[src/rtl/shift_reg_feeder.sv]
// shift_reg_feeder: parallel-to-serial driver for a downstream MSB-bit shift
// register. Accepts one word over valid/ready and produces exactly MSB
// enable pulses, each DIV clocks apart. The d and dir outputs are chosen so
// that the downstream register holds the accepted word when done pulses.
// Optional feature: define SHIFT_REG_FEEDER_PARITY_EN to add the 'par' output,
// which carries the even parity of the most recently accepted word.
module shift_reg_feeder #(
    parameter int MSB = 8,  // word width, must match the downstream register
    parameter int DIV = 1   // clocks per bit
) (
    input  logic           clk,
    input  logic           rst,       // asynchronous, active-low
    input  logic [MSB-1:0] in_data,
    input  logic           in_dir,
    input  logic           in_valid,
    output logic           in_ready,
    output logic           d,
    output logic           en,
    output logic           dir,
    output logic           busy,
    output logic           done
`ifdef SHIFT_REG_FEEDER_PARITY_EN
    ,
    output logic           par
`endif
);

    localparam int CW = $clog2(MSB);
    localparam int PW = $clog2(DIV) + 1;
    localparam logic [CW-1:0] LAST_BIT   = CW'(MSB - 1);
    localparam logic [PW-1:0] PRESC_LAST = PW'(DIV - 1);

    typedef enum logic [1:0] {
        ST_IDLE,
        ST_SHIFT,
        ST_DONE
    } state_t;

    state_t          r_state;
    logic [MSB-1:0]  r_word;
    logic            r_wdir;
    logic [CW-1:0]   r_cnt;      // index of the bit most recently driven
    logic [PW-1:0]   r_presc;    // clocks since the most recent pulse
    logic            r_ready;
    logic            r_d;
    logic            r_en;
    logic            r_dir;
    logic            r_busy;
    logic            r_done;

    state_t          w_state_nxt;
    logic [MSB-1:0]  w_word_nxt;
    logic            w_wdir_nxt;
    logic [CW-1:0]   w_cnt_nxt;
    logic [PW-1:0]   w_presc_nxt;
    logic            w_ready_nxt;
    logic            w_d_nxt;
    logic            w_en_nxt;
    logic            w_dir_nxt;
    logic            w_busy_nxt;
    logic            w_done_nxt;

    logic            w_accept;
    logic [CW-1:0]   w_idx;
    logic            w_bit;
    logic            w_first_bit;

    // Handshake: r_ready is only ever set in IDLE, so it alone gates acceptance.
    assign w_accept = (r_state == ST_IDLE) && in_valid && r_ready;

    // The bit for the next pulse. Left shifts are fed MSB first and right
    // shifts LSB first, so after MSB shifts the word lands unchanged.
    assign w_idx       = r_cnt + 1'b1;
    assign w_bit       = r_wdir ? r_word[w_idx] : r_word[LAST_BIT - w_idx];
    assign w_first_bit = in_dir ? in_data[0] : in_data[MSB-1];

    // Next-state and registered-output logic for the IDLE/SHIFT/DONE sequence.
    always_comb begin
        // NOTE: every signal gets a default first, so no path can leave one
        // unassigned and infer a latch.
        w_state_nxt = r_state;
        w_word_nxt  = r_word;
        w_wdir_nxt  = r_wdir;
        w_cnt_nxt   = r_cnt;
        w_presc_nxt = r_presc;
        w_ready_nxt = r_ready;
        w_d_nxt     = r_d;
        w_en_nxt    = 1'b0;
        w_dir_nxt   = r_dir;
        w_busy_nxt  = r_busy;
        w_done_nxt  = 1'b0;

        unique case (r_state)
            ST_IDLE: begin
                w_ready_nxt = 1'b1;
                w_busy_nxt  = 1'b0;
                if (w_accept) begin
                    // The first pulse is raised on the accept edge itself.
                    w_state_nxt = ST_SHIFT;
                    w_word_nxt  = in_data;
                    w_wdir_nxt  = in_dir;
                    w_cnt_nxt   = '0;
                    w_presc_nxt = '0;
                    w_ready_nxt = 1'b0;
                    w_busy_nxt  = 1'b1;
                    w_en_nxt    = 1'b1;
                    w_d_nxt     = w_first_bit;
                    w_dir_nxt   = in_dir;
                end
            end

            ST_SHIFT: begin
                if (r_en && (r_cnt == LAST_BIT)) begin
                    // The edge that ends the last pulse.
                    w_state_nxt = ST_DONE;
                    w_done_nxt  = 1'b1;
                    w_presc_nxt = '0;
                end else if (r_presc == PRESC_LAST) begin
                    w_cnt_nxt   = w_idx;
                    w_presc_nxt = '0;
                    w_en_nxt    = 1'b1;
                    w_d_nxt     = w_bit;
                end else begin
                    // Gap cycle: d and dir hold their values.
                    w_presc_nxt = r_presc + 1'b1;
                end
            end

            ST_DONE: begin
                w_state_nxt = ST_IDLE;
                w_ready_nxt = 1'b1;
                w_busy_nxt  = 1'b0;
            end

            default: begin
                w_state_nxt = ST_IDLE;
                w_ready_nxt = 1'b0;
                w_busy_nxt  = 1'b0;
            end
        endcase
    end

    // State register and registered outputs; everything clears on reset.
    always_ff @(posedge clk or negedge rst) begin
        if (!rst) begin
            r_state <= ST_IDLE;
            r_word  <= '0;
            r_wdir  <= 1'b0;
            r_cnt   <= '0;
            r_presc <= '0;
            r_ready <= 1'b0;
            r_d     <= 1'b0;
            r_en    <= 1'b0;
            r_dir   <= 1'b0;
            r_busy  <= 1'b0;
            r_done  <= 1'b0;
        end else begin
            // NOTE: non-blocking assignments so every register samples the
            // values computed from the previous state.
            r_state <= w_state_nxt;
            r_word  <= w_word_nxt;
            r_wdir  <= w_wdir_nxt;
            r_cnt   <= w_cnt_nxt;
            r_presc <= w_presc_nxt;
            r_ready <= w_ready_nxt;
            r_d     <= w_d_nxt;
            r_en    <= w_en_nxt;
            r_dir   <= w_dir_nxt;
            r_busy  <= w_busy_nxt;
            r_done  <= w_done_nxt;
        end
    end

    assign in_ready = r_ready;
    assign d        = r_d;
    assign en       = r_en;
    assign dir      = r_dir;
    assign busy     = r_busy;
    assign done     = r_done;

`ifdef SHIFT_REG_FEEDER_PARITY_EN
    logic r_par;

    // Parity of the accepted word, captured on the accept edge and held.
    always_ff @(posedge clk or negedge rst) begin
        if (!rst) begin
            r_par <= 1'b0;
        end else if (w_accept) begin
            r_par <= ^in_data;
        end
    end

    assign par = r_par;
`endif

endmodule
[config.mk]
export PLATFORM = sky130hd
export DESIGN_NAME = shift_reg_feeder
export DESIGN_NICKNAME = d
export VERILOG_FILES = /design/src/rtl/shift_reg_feeder.sv
export SDC_FILE = /design/constraint.sdc
export NUM_CORES = 1
export LEC_CHECK = 0
export BUFFER_PORTS_ARGS = -buffer_cell sky130_fd_sc_hd__buf_4
export CORE_MARGIN = 2
export CORE_UTILIZATION = 50
export CTS_CLUSTER_SIZE = 40
export DETAILED_ROUTE_END_ITERATION = 10
export PLACE_DENSITY = 0.77
export SKIP_LAST_GASP = 1
export SYNTH_ARGS = -nofsm -noshare
export SYNTH_HDL_FRONTEND = slang
export SYNTH_SLANG_ARGS = --single-unit
[constraint.sdc]
create_clock -name clk -period 2.45 [get_ports clk]
set_clock_uncertainty 0.2 [all_clocks]
set_input_delay 0.1225 -clock clk [delete_from_list [all_inputs] [get_ports clk]]
set_output_delay 0.1225 -clock clk [all_outputs]
set_load 0.02 [all_outputs]
# == Word level (Yosys, flattened, before mapping) ==
# Cells that the tools add are included.
# classes
n_addsub,3
n_mux,30
n_eq_ne,7
reduce_logical,9
n_lt_le_gt_ge,2
# op_table
op,n
$mux 1,16
$mux 3,3
$lt 3x4->1 const B,2
$ne 2x2->1 const B,4
$pmux 1 s2,4
$bmux 1 s3,2
$pmux 3 s2,1
$reduce_and 2->1,3
$mux 2,2
$pmux 2 s2,1
$reduce_and 4->1,1
$add 3x1->3 const B,1
$eq 3x3->1 const B,1
$logic_and 1x1->1,3
$pmux 1 s3,1
$sub 3x3->3 const A,1
$eq 2x1->1 const B,1
$eq 2x2->1 const B,1
$logic_not 2->1,1
$reduce_bool 2->1,1
$add 1x1->1 const B,1
# totals
reg_bits,20

# == Depth between registers and ports, before layout ==
# logic_depth
ltp_word,8
depth_mapped,7
depth_no_buf,7

# == Worst setup path after synthesis ==
# OpenSTA, ideal clock, no wires.
# synth_timing
kind,reg-to-reg
from,register r_cnt[0]
to,"register r_d, in the netlist d"
required_ps,2119
arrival_time_ps,1668
path_stages_with_launch,7
period_less_slack_ps,1999
path_buffers,1
path_slack_ps,451
cell_sequence,dfrtp_1 ha_1 buf_6 mux4_2 and3b_1 a31oi_1 a31oi_1
# synth_between
elab_chain_cells,8
# synth_lines
element,line,source
start: declaration,42,logic [CW-1:0] r_cnt;
start signal: assignment,163,r_cnt <= w_cnt_nxt;
$add 3x1->3,73,assign w_idx = r_cnt + 1'b1;
$sub 3x3->3,74,assign w_bit = r_wdir ? r_word[w_idx] : r_word[LAST_BIT - w_idx];
$bmux 1 s3,74,
$mux 1 (not written as such),74,
$mux 1,74,
$mux 1,118,end else if (r_presc == PRESC_LAST) begin
$mux 1,113,if (r_en && (r_cnt == LAST_BIT)) begin
$pmux 1 s2,93,unique case (r_state)
end signal: assignment,166,r_d <= w_d_nxt;
end: declaration,45,logic r_d;
# Parallel ways exist; a longest one is shown, timed or not. The select of a mux whose other input is x is not followed.
# A chain may end at the register's enable or synchronous reset.

# == Worst setup path after layout ==
# Same ends and word-level chain as after synthesis.

==> run metrics <==
Setup crit end kind=flop; Clock Tree Root=clkbuf_4; syn_area_per_cell=13.5 um2; Worst Hold Class=primary input to async pin; placed inst area=1030 um2; outcome=finished clean; vias in the first global route=591; Die Span Y=46.3 um; final setup TNS=0 ps; r2r endpoint=d; Layout Area Growth over Synthesis=29.7%; Worst Path Arrival=2110 ps; asr flop ratio synth=100%; initial antenna violation count=0; fraction of layout cells with a size suffix above 1=36.2%; largest net degree at the start of global routing=20; Clk Latency, worst-skew pair=290 ps; 1st-iter DRT viols=4; Port Buf Inserts=17; synth cell count leaders=dfrtp_1, mux2_2, nand2_1; simple logic cell fraction of the synthesized area=10.1%; Setup violations, final=0; global route overflow=0; Antenna Violating Nets Remaining=0; WS Path Type=flop to flop; Synth top area share=53.2%; First-pass DRT Iterations=4; count of cell types in the netlist=26; Cell Count Post-Placement=105; sequential share of the synthesized area=between 50% and 60%; Seq cells post-synth=19; adder-cell share of the synthesized area=2.80%; clk sinks=19; TritonCTS buffer count=3; max_cap viols=0; post-synthesis mux area share=23.1%; synthesized area=893 um2; post_cts resized=0; Antenna diodes=0; post-layout util=67.8%; Final HPWL DP=1.09 mm; Hold Buf Count CTS=10; Final Hold Viols=0; post-route cell area=between 1000 and 1500 um2; Worst-Margin Slew=332 ps; GRT Util Overall=16.2%; IO Pins=18; Placeable Area=1710 um2; PwrDens=1240 nW/um2; fill count=134; RSZ-0062 raised after global routing=no; Layout Cells excl Fill=119; Post-Syn Instances=66; clock period minus worst slack=2130 ps; # rows=15; post-synth top area cell=dfrtp_1; vias post-DR=612; CP startpoint kind=flop; largest family of logic cells by synthesized area=multiplexers; Reg2Reg Depth=5; largest cells by area after synthesis=dfrtp_1, mux2_2, mux4_1; fin nets=109; Worst R2R Setup Slack=320 ps; reg2reg start=r_cnt[0]; Slew headroom=77.9%; CTS Buffer Depth=2; Remaining DRCs=0; RePlAce Congestion=0.756; top-count cell post-synth=dfrtp_1; CP max FO=8; max-slew violation count=0; compound-cell area share of the yosys netlist=about 7.6%; drt wl/cell=12.6 um; period utilisation layout=between 80% and 90%; Die Width=46.3 um; XOR/XNOR Fraction of Synth Area=0%; most common flop cell mapped by yosys=dfrtp_1; YS warnings=0; max frequency=about 470 MHz; syn_nets=80; Clock transition at path regs=110 ps; postcts setup bufs=0; CTS tree=built; number of flops mapped to enable cells by yosys=0; first-pass GRT wire length=2.42 mm; die area=2140 um2; required time worst endpoint=2430 ps; final WL=1.50 mm; H-Tree Depth=1; largest vdd supply drop=about 650 uV; DR vias/cell=5.14; Leak=0.000537 uW; Initial Util=52.3%
how the worst max path moves through the flow:
stage | slack, ps | end | from | cells after the start
2_1_floorplan | 450 | d | r_cnt[0] | 6
3_3_place_gp | 380 | d | r_cnt[0] | 5
3_5_place_dp | 320 | d | r_cnt[0] | 5
4_1_cts | 310 | d | r_cnt[0] | 5
5_1_grt | 210 | d | r_cnt[0] | 5
6_report | 320 | d | r_cnt[0] | 5
placed cells by master, fill, tap and decap left out, drive strengths merged:
| cell | instances |
|---|---|
| dfrtp | 19 |
| buf | 17 |
| dlygate4sd3 | 10 |
| mux2 | 9 |
| nand2 | 4 |
| mux2i | 3 |
| clkbuf | 3 |
| a21oi | 3 |
| mux4 | 3 |
| inv | 2 |
| nand2b | 2 |
| nor2 | 2 |
| o21ai | 2 |
| a31oi | 2 |
| ha | 2 |
| a22o | 2 |
| nor2b | 1 |
| and4bb | 1 |
| nor4b | 1 |
| nor4 | 1 |
| nor3 | 1 |
| nand3b | 1 |
| and3b | 1 |
| a21o | 1 |
| clkinv | 1 |
area by class of cell:
type / instances / area [um2] / area share (%)
Clock buffer: 3 / 22.5 / 1.94
Clock inverter: 1 / 5.00 / 0.432
Inverter: 2 / 7.51 / 0.648
Multi-Input combinational cell: 42 / 389 / 33.6
Sequential cell: 19 / 475 / 41.0
Tap cell: 25 / 31.3 / 2.70
Timing Repair Buffer: 27 / 228 / 19.7
sequential cells by signal, summed over array words and instances (netlist names):
register,flops
busy,1
in_ready,1
r_word,8
done,1
d,1
r_state,2
en,1
r_cnt,3
dir,1
power breakdown:
group | switching, uW | total (uW) | internal [uW]
combinational | 299 | 698 | 400
clock | 92.3 | 153 | 60.6
sequential | 118 | 580 | 461
total | 509 | 1430 | 922
logic make-up (layout without fill, tap and decap cells):
| logic type | after synthesis | count (layout) |
|---|---|---|
| AO/OA/AOI/OAI | 10 | 10 |
| adder cells (fa/ha/maj) | 2 | 2 |
| buffers and inverters | 5 | 33 |
| flip-flops | 19 | 19 |
| multiplexers | 15 | 15 |
| AND/OR/NAND/NOR | 15 | 15 |
per-stage QoR:
step / worst slack [ps] / hold slack [ps] / power, uW
2_1_floorplan: 451 / -373 / 1130
3_3_place_gp: 379 / -192 / 1250
3_5_place_dp: 319 / -193 / 1280
4_1_cts: 314 / 31.0 / 1450
5_1_grt: 208 / 36.2 / 1530
6_report: 316 / 37.4 / 1430
worst max-delay path, stage by stage (launching register included):
cell     delay (ps)
dfrtp_1         460
ha_1            440
mux4_2          530
and3b_1         170
a31oi_1         130
a31oi_1         100
per-layer routing:
metal / part of all wire, % / GRT usage (%)
met1: 47 / 19.9
met2: 49 / 27.2
met3: 3.4 / 3.53
met4: 0.87 / 6.86
met5: 0 / 0
No activity file was read; power rests on OpenSTA's default activity.
